<file path="src/rtl/dmem_access_ctrl_if.sv">
// Data-memory bus between the load/store access controller and a variable-latency memory.
// The controller drives request, address, byte enables and write data; memory answers with ack, read data and error.
interface dmem_access_ctrl_if;
    logic        bus_req;
    logic        bus_we;
    logic [31:0] bus_addr;
    logic [3:0]  bus_be;
    logic [31:0] bus_wdata;
    logic        bus_ack;
    logic [31:0] bus_rdata;
    logic        bus_err;

    modport master (
        output bus_req,
        output bus_we,
        output bus_addr,
        output bus_be,
        output bus_wdata,
        input  bus_ack,
        input  bus_rdata,
        input  bus_err
    );

    modport slave (
        input  bus_req,
        input  bus_we,
        input  bus_addr,
        input  bus_be,
        input  bus_wdata,
        output bus_ack,
        output bus_rdata,
        output bus_err
    );
endinterface

</file>
<file path="src/rtl/dmem_access_ctrl.sv">
// Sequences RV32I loads/stores from a single-cycle datapath onto a req/ack data bus.
// The datapath is stalled until the access completes; faults are reported in the single DONE cycle.
module dmem_access_ctrl #(
    parameter int unsigned TIMEOUT = 255
) (
    input  logic                       clk,
    input  logic                       rst_n,
    input  logic                       mem_read_i,
    input  logic                       mem_write_i,
    input  logic [2:0]                 funct3_i,
    input  logic [31:0]                addr_i,
    input  logic [31:0]                wdata_i,
    output logic                       stall_o,
    output logic [31:0]                rdata_o,
    output logic                       rdata_valid_o,
    output logic                       acc_fault_o,
    output logic                       misaligned_o,
    dmem_access_ctrl_if.master         bus
);

    typedef enum logic [1:0] {
        IDLE = 2'd0,
        REQ  = 2'd1,
        DONE = 2'd2
    } state_e;

    localparam logic [7:0] TIMEOUT_CNT = 8'(TIMEOUT);

    state_e      state_q, state_d;
    logic [31:0] addr_q, addr_d;
    logic [2:0]  funct3_q, funct3_d;
    logic        we_q, we_d;
    logic [31:0] wdata_q, wdata_d;
    logic [7:0]  cnt_q, cnt_d;
    logic        fault_q, fault_d;
    logic        misal_q, misal_d;
    logic [31:0] rdata_q, rdata_d;

    logic        access;
    logic        req_illegal;
    logic        req_misal;
    logic        stall_c;
    logic [31:0] lane;
    logic [31:0] load_ext;

    assign access = mem_read_i | mem_write_i;

    // Alignment is only judged for a legal encoding, so misaligned never qualifies an illegal-op fault.
    always_comb begin
        req_illegal = 1'b0;
        req_misal   = 1'b0;
        if (mem_read_i && mem_write_i) begin
            req_illegal = 1'b1;
        end else if (mem_write_i) begin
            req_illegal = funct3_i[2] | (funct3_i[1:0] == 2'b11);
        end else begin
            req_illegal = (funct3_i == 3'b011) | (funct3_i == 3'b110) | (funct3_i == 3'b111);
        end
        if (!req_illegal) begin
            case (funct3_i[1:0])
                2'b01:   req_misal = addr_i[0];
                2'b10:   req_misal = (addr_i[1:0] != 2'b00);
                default: req_misal = 1'b0;
            endcase
        end
    end

    assign lane = bus.bus_rdata >> {addr_q[1:0], 3'b000};

    always_comb begin
        load_ext = lane;
        case (funct3_q)
            3'b000:  load_ext = {{24{lane[7]}}, lane[7:0]};
            3'b001:  load_ext = {{16{lane[15]}}, lane[15:0]};
            3'b100:  load_ext = {24'h000000, lane[7:0]};
            3'b101:  load_ext = {16'h0000, lane[15:0]};
            default: load_ext = lane;
        endcase
    end

    always_comb begin
        state_d  = state_q;
        addr_d   = addr_q;
        funct3_d = funct3_q;
        we_d     = we_q;
        wdata_d  = wdata_q;
        cnt_d    = cnt_q;
        fault_d  = fault_q;
        misal_d  = misal_q;
        rdata_d  = rdata_q;
        stall_c  = 1'b0;

        case (state_q)
            IDLE: begin
                stall_c = access;
                if (access) begin
                    addr_d   = addr_i;
                    funct3_d = funct3_i;
                    we_d     = mem_write_i;
                    wdata_d  = wdata_i;
                    cnt_d    = 8'd1;
                    fault_d  = 1'b0;
                    misal_d  = 1'b0;
                    if (req_illegal || req_misal) begin
                        state_d = DONE;
                        fault_d = 1'b1;
                        misal_d = req_misal;
                    end else begin
                        state_d = REQ;
                    end
                end
            end
            REQ: begin
                stall_c = 1'b1;
                // An ack arriving in the final allowed cycle still wins over the timeout.
                if (bus.bus_ack) begin
                    state_d = DONE;
                    if (bus.bus_err) begin
                        fault_d = 1'b1;
                    end else if (!we_q) begin
                        rdata_d = load_ext;
                    end
                end else if (cnt_q == TIMEOUT_CNT) begin
                    state_d = DONE;
                    fault_d = 1'b1;
                end else begin
                    cnt_d = cnt_q + 8'd1;
                end
            end
            DONE: begin
                state_d = IDLE;
            end
            default: begin
                state_d = IDLE;
            end
        endcase
    end

    always_ff @(posedge clk or negedge rst_n) begin
        if (!rst_n) begin
            state_q  <= IDLE;
            addr_q   <= 32'h0;
            funct3_q <= 3'b000;
            we_q     <= 1'b0;
            wdata_q  <= 32'h0;
            cnt_q    <= 8'd0;
            fault_q  <= 1'b0;
            misal_q  <= 1'b0;
            rdata_q  <= 32'h0;
        end else begin
            state_q  <= state_d;
            addr_q   <= addr_d;
            funct3_q <= funct3_d;
            we_q     <= we_d;
            wdata_q  <= wdata_d;
            cnt_q    <= cnt_d;
            fault_q  <= fault_d;
            misal_q  <= misal_d;
            rdata_q  <= rdata_d;
        end
    end

    // IDLE stall follows the decode inputs combinationally, so it must be masked while in reset.
    assign stall_o       = rst_n & stall_c;
    assign acc_fault_o   = (state_q == DONE) & fault_q;
    assign misaligned_o  = (state_q == DONE) & misal_q;
    assign rdata_valid_o = (state_q == DONE) & ~fault_q & ~we_q;
    assign rdata_o       = acc_fault_o ? 32'h0 : rdata_q;

    assign bus.bus_req  = (state_q == REQ);
    assign bus.bus_we   = we_q;
    assign bus.bus_addr = {addr_q[31:2], 2'b00};

    always_comb begin
        bus.bus_be    = 4'b1111;
        bus.bus_wdata = wdata_q;
        case (funct3_q[1:0])
            2'b00: begin
                bus.bus_be    = 4'b0001 << addr_q[1:0];
                bus.bus_wdata = {4{wdata_q[7:0]}};
            end
            2'b01: begin
                bus.bus_be    = 4'b0011 << {addr_q[1], 1'b0};
                bus.bus_wdata = {2{wdata_q[15:0]}};
            end
            default: begin
                bus.bus_be    = 4'b1111;
                bus.bus_wdata = wdata_q;
            end
        endcase
    end

endmodule

</file>
<file path="src/flat_wrapper.sv">
// flat-port wrapper written by rule: the top's interface ports become plain ports
module dmem_access_ctrl_flat 
#(
    parameter int unsigned TIMEOUT = 255
)
  (clk, rst_n, mem_read_i, mem_write_i, funct3_i, addr_i, wdata_i, stall_o, rdata_o, rdata_valid_o, acc_fault_o, misaligned_o, bus_bus_req, bus_bus_we, bus_bus_addr, bus_bus_be, bus_bus_wdata, bus_bus_ack, bus_bus_rdata, bus_bus_err);
  dmem_access_ctrl_if bus_i ();
  input  logic clk;
  input  logic rst_n;
  input  logic mem_read_i;
  input  logic mem_write_i;
  input  logic [2:0] funct3_i;
  input  logic [31:0] addr_i;
  input  logic [31:0] wdata_i;
  output logic stall_o;
  output logic [31:0] rdata_o;
  output logic rdata_valid_o;
  output logic acc_fault_o;
  output logic misaligned_o;
  output wire logic [$bits(bus_i.bus_req)-1:0] bus_bus_req;
  output wire logic [$bits(bus_i.bus_we)-1:0] bus_bus_we;
  output wire logic [$bits(bus_i.bus_addr)-1:0] bus_bus_addr;
  output wire logic [$bits(bus_i.bus_be)-1:0] bus_bus_be;
  output wire logic [$bits(bus_i.bus_wdata)-1:0] bus_bus_wdata;
  input wire logic [$bits(bus_i.bus_ack)-1:0] bus_bus_ack;
  input wire logic [$bits(bus_i.bus_rdata)-1:0] bus_bus_rdata;
  input wire logic [$bits(bus_i.bus_err)-1:0] bus_bus_err;
  assign bus_bus_req = bus_i.bus_req;
  assign bus_bus_we = bus_i.bus_we;
  assign bus_bus_addr = bus_i.bus_addr;
  assign bus_bus_be = bus_i.bus_be;
  assign bus_bus_wdata = bus_i.bus_wdata;
  assign bus_i.bus_ack = bus_bus_ack;
  assign bus_i.bus_rdata = bus_bus_rdata;
  assign bus_i.bus_err = bus_bus_err;
  dmem_access_ctrl #(.TIMEOUT(TIMEOUT)) u_core (.clk(clk), .rst_n(rst_n), .mem_read_i(mem_read_i), .mem_write_i(mem_write_i), .funct3_i(funct3_i), .addr_i(addr_i), .wdata_i(wdata_i), .stall_o(stall_o), .rdata_o(rdata_o), .rdata_valid_o(rdata_valid_o), .acc_fault_o(acc_fault_o), .misaligned_o(misaligned_o), .bus(bus_i));
endmodule
</file>
<file path="config.mk">
export PLATFORM = sky130hd
export DESIGN_NAME = dmem_access_ctrl_flat
export DESIGN_NICKNAME = d
export VERILOG_FILES = /design/src/rtl/dmem_access_ctrl_if.sv /design/src/rtl/dmem_access_ctrl.sv /design/src/flat_wrapper.sv
export SDC_FILE = /design/constraint.sdc
export NUM_CORES = 1
export LEC_CHECK = 0
export BUFFER_PORTS_ARGS = -buffer_cell sky130_fd_sc_hd__buf_2
export CAP_MARGIN = 20
export CORE_MARGIN = 3
export CORE_UTILIZATION = 35
export CTS_CLUSTER_SIZE = 25
export DETAILED_ROUTE_END_ITERATION = 6
export GPL_TIMING_DRIVEN = 0
export PLACE_DENSITY_LB_ADDON = 0.2
export SLEW_MARGIN = 15
export SYNTH_ARGS = -nofsm -noshare
export SYNTH_HDL_FRONTEND = slang
export SYNTH_SLANG_ARGS = --single-unit
</file>
<file path="constraint.sdc">
create_clock -name clk -period 3.4 [get_ports clk]
set_input_delay 0.34 -clock clk [delete_from_list [all_inputs] [get_ports clk]]
set_output_delay 0.34 -clock clk [all_outputs]
set_load 0.03 [all_outputs]
</file>
==> results.md, run 1 <==
- Synth async-reset ratio: 1.00
- Sequential share of the synthesized area: 0.470
- Power share of the combinational group: 0.577
- Area grow syn2layout: 28.3%
- Crit path capture: bus_bus_wdata[27]
- GRT Total Usage: 0.197
- Switching Fraction: 0.493
- Status: complete, no violations
- Global-route wire length before repair: 28700 um
- Setup violations, final: 0
- Longest Clk Path Bufs: 2
- Area leader, netlist: dfrtp_1
- Number of enable flip-flop cells after synthesis: 0
- Syn Area/Cell: 8.70 um^2
- Num Clock Sinks: 112
- RSZ-0062 raised after global routing: false
- Combinational family with the most area after synthesis: simple AND/OR/NAND/NOR gates
- Flop pwr share: 0.283
- Period Utilization, post-route: 0.751
- Number of global-route vias before repair: 5374
- Max-cap violation count: 0
- Routed Antenna Nets: 0
- LEAKAGE: 0.00412 uW
- Final Hold Vio Count: 0
- Slew Limit Fails: 0
- # DRC: 0
- Die height: 137 um
- Slew of the pin with the lowest slew margin: 0.737 ns
- Via count: 5397
- Register area: 2800 um^2
- Setup TNS: 0 ns
- DPL Wire Length: 13600 um
- Final core occ: 0.459
- Die X: 137 um
- Largest cells by area after synthesis: dfrtp_1, nand2_1, buf_4, mux2i_1, and2_1
- Compound-Gate Fraction of Synth Area: 0.103
- Core area: 16600 um^2
- Pre-CTS setup slack: 1.21 ns
- Commonest cells after routing, fill and taps aside: nand2_1, buf_2, dfrtp_1
- Root Driver: clkbuf_16
- H-tree Lvls: 3
- CP Class: reg -> out
- Setup ws final: 0.847 ns
- Critical Path RT: 3.06 ns
- Fin Clk Skew: 0.00773 ns
- Yosys reg bits: 112
- XOR/XNOR share of the synthesized area: 0.00147
- Wirelength per Cell: 15.9 um
- CP startpoint: u_core.funct3_q[1]
- Critical path endpoint category: primary output
- Arr. time, crit path: 2.21 ns
- Initial antenna violation count: 1
- Critical path startpoint category: flip-flop
- Post-synth top area share: 0.470
- DR iter-0 viols: 240
- Adder-Cell Fraction of Synth Area: 0.00840
- Starting Density: 0.358
- Grt ovf: 0
- R2r setup slk: 1.37 ns
- VDD IR-drop max: 0.463 mV
- Worst r2r dst: u_core.rdata_q[6]
- Worst-path clk slew: 0.08 ns
- Ratio of cells with drive above 1 in the final layout: 0.328
- Most common cell after layout, fill and taps aside: nand2_1
- Synth unique cells: 54
- Initial DRT Pass Iterations: 5
- Pwr dens: 1070 nW/um^2
- Largest net degree at the start of global routing: 73
- Internal Power: 4150 uW
- # fillers: 1671
- Main synth FF type: dfrtp_1
- Mapped Cells: 685
- Placement Cell Area: 7310 um^2
- Standard-cell row count: 47
- I/O pins: 211
- Final Routed Wirelength: 18000 um
- Fin area: 7650 um^2
- Layout Nets: 1016
- Hold crit path type: in -> reg
- Die Area: 18600 um^2
- Port bufs: 208
- Fin cells: 1133
- YS warnings: 0
- Total net switching power: 4030 uW
- Post-Synth Simple-Gate Area: 0.258
- DP Cell Count: 1115
- Relative slew slack: 0.509
- Fmax: 392 MHz
- Footprint of the multi-input gates: 2650 um^2
- Clock power share: 0.140
- Worst r2r path cells: 6
- Post-synthesis mux area share: 0.0724
- GP Congestion: 0.828
- Worst r2r src: u_core.addr_q[0]
- Minimum clock period: 2.55 ns
- TritonCTS Buffers: 9
- Clk_lat worst skew: 0.35 ns
- CTS tree: yes
- Via density per instance: 4.76
- Critical Path Fanout Max: 10
- Post-synthesis cell area: 5960 um^2
## layout make-up
class,count,share of cell area
multi-input combinational,488,0.347
clock buffer,9,0.0295
antenna,1,0.000327
buffer,79,0.0632
timing repair buffer,210,0.142
tap,220,0.0360
inverter,7,0.00344
clock inverter,7,0.0123
sequential,112,0.367
## synth_stat cells, types with 7 or more instances
library cell,n
nand2_1,262
nand3_1,19
a21oi_1,22
and2_1,34
o2bb2ai_1,8
o21ai_0,14
nor2b_1,8
mux2_2,15
mux2i_1,24
clkbuf_1,27
a211oi_1,7
buf_4,41
inv_1,7
dfrtp_1,112
nor2_1,19
## worst min path at each step
stage | depth (start not counted) | slack, ns | from | to
floorplan | 0 | 0.04 | rst_n | u_core.addr_q[0]
global placement | 2 | 0.45 | u_core.rdata_q[7] | u_core.rdata_q[7]
detailed placement | 1 | 0.29 | rst_n | u_core.rdata_q[17]
CTS | 3 | 0.16 | addr_i[15] | u_core.addr_q[15]
global route | 3 | 0.17 | addr_i[23] | u_core.addr_q[23]
finish | 3 | 0.17 | addr_i[27] | u_core.addr_q[27]
## flip-flops by register name (all words and copies together) (netlist names)
name / count
u_core.cnt_q: 8
u_core.rdata_q: 32
u_core.bus.bus_we: 1
u_core.funct3_q: 3
u_core.misal_q: 1
u_core.wdata_q: 32
u_core.state_q: 2
u_core.addr_q: 32
u_core.fault_q: 1
## per-stage QoR
stage	hold slack (ns)	power (uW)
after floorplan	0.0444	5670
after global placement	0.454	7070
after detailed placement	0.293	7100
after CTS	0.160	8270
after global routing	0.172	8800
final	0.174	8190
## routing by layer
metal	track usage	wire length [um]
met5	0	7
met2	0.305	8050
met4	0.0560	283
met1	0.262	7920
met3	0.0688	1730
## cells by family after synthesis
logic type | Yosys count
mux | 40
buf+inv | 86
flops | 112
fa+ha+maj | 4
xor+xnor | 1
other cells | 1
simple gates | 358
compound gates | 83
## repair_timing
action | CTS | global route
buffers inserted | 0 | 0
hold buffers | 1 | 0
resized for setup | 0 | 0
endpoints found under the hold margin | 41 | 0
## power by group through the flow
stage          Clock [uW]  Sequential (uW)  Combinational, uW
6_report             1150             2310               4730
5_1_grt              1230             2400               5170
3_5_place_dp            0             2330               4770
2_1_floorplan           0             2210               3460
3_3_place_gp            0             2320               4750
4_1_cts              1180             2310               4780
## critical path: stages (launching register included)
cell and delay [ns]:
dfrtp_1 0.46, buf_1 0.52, clkbuf_1 0.44, nand2_1 0.08, o21ai_0 0.12, buf_2 0.24
Power figures use the tool's default switching activity.
==> run 2: changes to the inputs <==
==> constraint.sdc (replaced) <==
create_clock -name clk -period 2.18 [get_ports clk]
set_input_delay 0.218 -clock clk [delete_from_list [all_inputs] [get_ports clk]]
set_output_delay 0.218 -clock clk [all_outputs]
set_load 0.03 [all_outputs]
==> results.md, run 2 (same netlist as run 1, synthesis figures left out) <==
- Status: complete, no violations
- Arr. time, crit path: 1.84 ns (-0.37 ns)
- Grt ovf: 0 (unchanged)
- Period Utilization, post-route: 0.943
- CP max stage cell: clkbuf_1
- LEAKAGE: 0.00415 uW (+0.72%)
- Critical Path Fanout Max: 10 (unchanged)
- Power share of the combinational group: 0.578 (about the same)
- DP Cell Count: 1115 (unchanged)
- Slew of the pin with the lowest slew margin: 0.644 ns (-0.0926 ns)
- Standard-cell row count: 47 (unchanged)
- Largest net degree at the start of global routing: 73 (unchanged)
- Setup violations, final: 0 (unchanged)
- Via count: 5424 (+0.50%)
- # DRC: 0 (unchanged)
- Via density per instance: 4.79 (+0.59%)
- Internal Power: 6500 uW (+57%)
- Die X: 137 um (unchanged)
- # fillers: 1672 (+0.060%)
- Final Routed Wirelength: 18000 um (+0.24%)
- VDD IR-drop max: 0.723 mV (+56%)
- Hold crit path type: in -> reg
- Root Driver: clkbuf_16
- Num Clock Sinks: 112 (unchanged)
- Area grow syn2layout: 28.9%
- R2r setup slk: 0.14 ns (-1.23 ns)
- Relative slew slack: 0.570 (+0.0617)
- GRT Total Usage: 0.197 (+0.000235)
- Fin Clk Skew: 0.00778 ns (+0.0000511 ns)
- Pwr dens: 1670 nW/um^2 (+56%)
- Initial DRT Pass Iterations: 4 (-1)
- Final Hold Vio Count: 0 (unchanged)
- Critical Path RT: 1.96 ns (-1.10 ns)
- DR iter-0 viols: 258 (+7.5%)
- Top cell by count, worst path: buf_2
- Clock power share: 0.140 (about the same)
- Routed Antenna Nets: 0 (unchanged)
- Wirelength per Cell: 15.9 um (+0.33%)
- Fmax: 486 MHz
- GP Congestion: 0.828 (unchanged)
- Initial antenna violation count: 1 (unchanged)
- Die Area: 18600 um^2 (unchanged)
- I/O pins: 211 (unchanged)
- Global-route wire length before repair: 28700 um (about the same)
- Top flop regs: u_core.addr_q x32, u_core.rdata_q x32, u_core.wdata_q x32
- Flop pwr share: 0.282 (about the same)
- Ratio of cells with drive above 1 in the final layout: 0.339 (+0.0113)
- Longest Clk Path Bufs: 2 (unchanged)
- Minimum clock period: 2.06 ns
- Number of global-route vias before repair: 5357 (-0.32%)
- Setup TNS: 0 ns (unchanged)
- Bufs and invs on worst path: 4 (+1)
- H-tree Lvls: 3 (unchanged)
- Starting Density: 0.358 (unchanged)
- Core area: 16600 um^2 (unchanged)
- Critical path endpoint category: primary output
- Most common cell after layout, fill and taps aside: nand2_1
- Port bufs: 208 (unchanged)
- CP Class: reg -> out
- Layout Nets: 1015 (-0.098%)
- Clk_lat worst skew: 0.35 ns (about the same)
- CP cell instances: buf_2, clkbuf_1, inv_1, o21bai_1, buf_2
- Top cell family by delay on the critical path: buffers and inverters
- Max-cap violation count: 0 (unchanged)
- Critical path startpoint category: flip-flop
- CP peak stage delay: 0.41 ns (-0.11 ns)
- CTS tree: yes
- Fin cells: 1132 (-0.088%)
- Power Total: 12800 uW (+56%)
- RSZ-0062 raised after global routing: false
- Total net switching power: 6300 uW (+56%)
- Switching Fraction: 0.492 (-0.000842)
- Commonest cells after routing, fill and taps aside: nand2_1, buf_2, dfrtp_1
- Die height: 137 um (unchanged)
- Slew Limit Fails: 0 (unchanged)
- Worst hold slack: 0.0506 ns (-0.123 ns)
- TritonCTS Buffers: 9 (unchanged)
- DPL Wire Length: 13600 um (unchanged)
- Worst-path clk slew: 0.08 ns (about the same)
## run 2: cell types whose count changed in the layout (fill, tap and decap cells not counted), sizes merged
cell,change
clkbuf,-1
## run 2: layout make-up
class / count / area, um^2 / area share
timing repair buffer: 211 / 1110 / 0.145
antenna: 1 / 2.50 / 0.000326
multi-input combinational: 488 / 2660 / 0.346
tap: 220 / 275 / 0.0358
clock inverter: 7 / 93.8 / 0.0122
sequential: 112 / 2800 / 0.365
clock buffer: 9 / 225 / 0.0293
buffer: 77 / 489 / 0.0636
inverter: 7 / 26.3 / 0.00342
## run 2: final timing paths
path                       depth (start not counted)               from                  to
setup / recovery                                   5   u_core.addr_q[1]       bus_bus_be[3]
hold / removal                                     3         addr_i[27]   u_core.addr_q[27]
setup reg to reg                                   6   u_core.addr_q[0]   u_core.rdata_q[6]
hold reg to reg                                    2  u_core.rdata_q[7]   u_core.rdata_q[7]
max in group asynchronous                          3              rst_n  u_core.wdata_q[31]
min in group asynchronous                          3              rst_n  u_core.rdata_q[17]
## run 2: worst min-delay path, delay by kind of cell
family	cells	cell delay (ns)
buffers and inverters	1	0.08
and+or+nand+nor	2	0.08
## run 2: per-layer routing
layer / track usage / vias to the layer above / share of wire
met3: 0.0684 / 16 / 0.096
met5: 0 / - / 0.00039
met1: 0.263 / 2550 / 0.44
met4: 0.0532 / 2 / 0.016
met2: 0.306 / 208 / 0.45
li1: - / 2648 / -
## run 2: power groups by stage
stage | sequential (uW) | combinational [uW] | clock [uW]
after floorplan | 3450 | 5400 | 0
after global placement | 3620 | 7400 | 0
after detailed placement | 3630 | 7440 | 0
after CTS | 3610 | 7480 | 1840
after global routing | 3740 | 8090 | 1920
final | 3610 | 7400 | 1790
## run 2: what timing repair did
item / 4_1_cts / 5_1_grt
hold endpoints to repair: 41 / 0
hold buffers: 2 / 0
resized for setup: 9 / 3
endpoints found under the setup margin: 40 / 14
cloned: 0 / 0
buffers inserted: 0 / 0
## run 2: metrics by stage
stage                     area, um^2  setup slack (ns)  utilization
final                           7690             0.124        0.462
after global routing            7680          0.000843        0.462
after CTS                       7680            0.0390        0.462
after detailed placement        7310             0.117        0.440
after global placement          7280            -0.850        0.437
after floorplan                 5960             0.367            -
==> run 3: changes to the inputs <==
--- a/config.mk
+++ b/config.mk
@@ -5,12 +5,12 @@
 export SDC_FILE = /design/constraint.sdc
 export NUM_CORES = 1
 export LEC_CHECK = 0
-export BUFFER_PORTS_ARGS = -buffer_cell sky130_fd_sc_hd__buf_2
 export CAP_MARGIN = 20
 export CORE_MARGIN = 3
 export CORE_UTILIZATION = 35
 export CTS_CLUSTER_SIZE = 25
 export DETAILED_ROUTE_END_ITERATION = 6
+export DONT_BUFFER_PORTS = 1
 export GPL_TIMING_DRIVEN = 0
 export PLACE_DENSITY_LB_ADDON = 0.2
 export SLEW_MARGIN = 15
==> results.md, run 3 (same netlist as run 1, synthesis figures left out) <==
- Root Driver: clkbuf_16
- Top flop regs: u_core.addr_q x32, u_core.rdata_q x32, u_core.wdata_q x32
- Number of diodes: 0 (-1)
- CTS tree: yes
- CP cell instances: buf_6, buf_4, buf_2, mux2i_2, a21oi_1, mux2_2
- Status: finished with violations
- Clk_lat worst skew: 0.36 ns (about the same)
- Post-CTS Setup Bufs: 0 (unchanged)
- CP Class: reg -> reg
- CP peak stage delay: 0.40 ns (about the same)
- Critical Path Fanout Max: 19 (+9)
- Core area: 16600 um^2 (unchanged)
- Starting Density: 0.358 (unchanged)
- # DRC: 0 (unchanged)
- Commonest cells after routing, fill and taps aside: nand2_1, dfrtp_1, dlygate4sd3_1
- Port bufs: 0 (-100%)
- Die X: 137 um (unchanged)
- Final Hold Vio Count: 112 (+112)
- Die Area: 18600 um^2 (unchanged)
- Relative slew slack: 0.335 (-0.236)
- Period Utilization, post-route: 0.947 (+0.00399)
- I/O pins: 211 (unchanged)
- Standard-cell row count: 47 (unchanged)
- Setup violations, final: 0 (unchanged)
- LEAKAGE: 0.00352 uW (-15%)
- Fin Clk Skew: 0.00846 ns (+0.000686 ns)
- Layout Nets: 870 (-14%)
- VDD IR-drop max: 0.745 mV (+3.2%)
- Critical Path RT: 2.43 ns (+0.47 ns)
- Largest net degree at the start of global routing: 114 (+56%)
- Wirelength per Cell: 18.5 um (+16%)
- DPL Wire Length: 13200 um (-2.8%)
- Longest Clk Path Bufs: 2 (unchanged)
- Die height: 137 um (unchanged)
- Minimum clock period: 2.07 ns (+0.00869 ns)
- Via count: 4993 (-7.9%)
- Hold Buf Count CTS: 66 (+64)
- GP Congestion: 0.868 (+4.9%)
- RSZ-0062 raised after global routing: true
- Routed Antenna Nets: 0 (unchanged)
- Ratio of cells with drive above 1 in the final layout: 0.149 (-0.190)
- Final Routed Wirelength: 18200 um (+1.1%)
- Global-route wire length before repair: 28100 um (-2.2%)
- GRT Total Usage: 0.194 (-0.00317)
- Worst-path clk slew: 0.08 ns (about the same)
- Max-cap violation count: 0 (unchanged)
- Critical path startpoint category: flip-flop
- Via density per instance: 5.06 (+5.7%)
- H-tree Lvls: 3 (unchanged)
- Grt ovf: 0 (unchanged)
- Bufs and invs on worst path: 3 (-1)
- Setup ws final: 0.115 ns (-0.00869 ns)
- Initial antenna violation count: 0 (-1)
- Number of global-route vias before repair: 5120 (-4.4%)
- Top cell family by delay on the critical path: buffers and inverters
- CP max stage cell: mux2i_2
- Num Clock Sinks: 112 (unchanged)
- Area grow syn2layout: 21.5%
- Hold crit path type: in -> async
- Most common cell after layout, fill and taps aside: nand2_1
- Failing checks: negative hold slack
- Power Total: 12000 uW (-6.6%)
- Critical path endpoint category: flip-flop
- Pwr dens: 1650 nW/um^2 (-0.88%)
- TritonCTS Buffers: 9 (unchanged)
- Slew Limit Fails: 0 (unchanged)
- Pre-CTS setup slack: -0.0381 ns (-0.155 ns)
- DR iter-0 viols: 215 (-17%)
- Worst hold slack: -0.445 ns (-0.496 ns)
- Initial DRT Pass Iterations: 4 (unchanged)
- Slew of the pin with the lowest slew margin: 0.996 ns (+0.352 ns)
- Fmax: 484 MHz (-0.42%)
- Arr. time, crit path: 2.31 ns (+0.47 ns)
## run 3: per-layer routing
layer | wire, um | track usage | vias up | share of wire
li1 | - | - | 2371 | -
met1 | 7520 | 0.246 | 2395 | 0.41
met4 | 263 | 0.0582 | 0 | 0.014
met5 | 0 | 0 | - | 0
met3 | 1710 | 0.0577 | 17 | 0.094
met2 | 8740 | 0.321 | 210 | 0.48
## run 3: per-stage QoR
step           std cells   util  hold WS (ns)  setup TNS, ns  cell area [um^2]
2_1_floorplan        686      -       -0.0776              0              5960
3_3_place_gp         906  0.375       -0.0715        -0.0346              6240
3_5_place_dp         906  0.375       -0.0717        -0.0627              6240
4_1_cts              987  0.434        -0.460              0              7230
5_1_grt              986  0.435        -0.461      -0.000120              7240
6_report             986  0.435        -0.445              0              7240
## run 3: area by class of cell
type,count,area [um^2]
fillers,1608,9400
flip-flops and latches,112,2800
multi-input cells,488,2690
repair buffers,66,661
plain buffers,77,492
well taps,220,275
clock buffers,9,225
clock inverters,7,65.1
inverters,7,26.3
## run 3: path summary, 6_finish.rpt
check / startpoint / end / slack [ns] / depth (start not counted)
min in group clk: addr_i[1] / u_core.addr_q[1] / 0.01 / 2
min: rst_n / u_core.rdata_q[17] / -0.44 / 0
min reg2reg: u_core.rdata_q[7] / u_core.rdata_q[7] / 0.48 / 2
max: u_core.addr_q[0] / u_core.rdata_q[6] / 0.11 / 6
max in group asynchronous: rst_n / u_core.cnt_q[2] / 2.34 / 0
max reg2reg: u_core.addr_q[0] / u_core.rdata_q[6] / 0.11 / 6
## run 3: what timing repair did
action | 4_1_cts | 5_1_grt
resized for setup | 25 | 12
endpoints found under the setup margin | 49 | 26
endpoints found under the hold margin | 178 | 112
cloned | 0 | 0
## run 3: power by group
part / total [uW] / switching, uW / internal [uW]
Clock: 1660 / 855 / 802
Combinational: 6640 / 4720 / 1930
Sequential: 3650 / 675 / 2980
Total: 12000 / 6250 / 5710
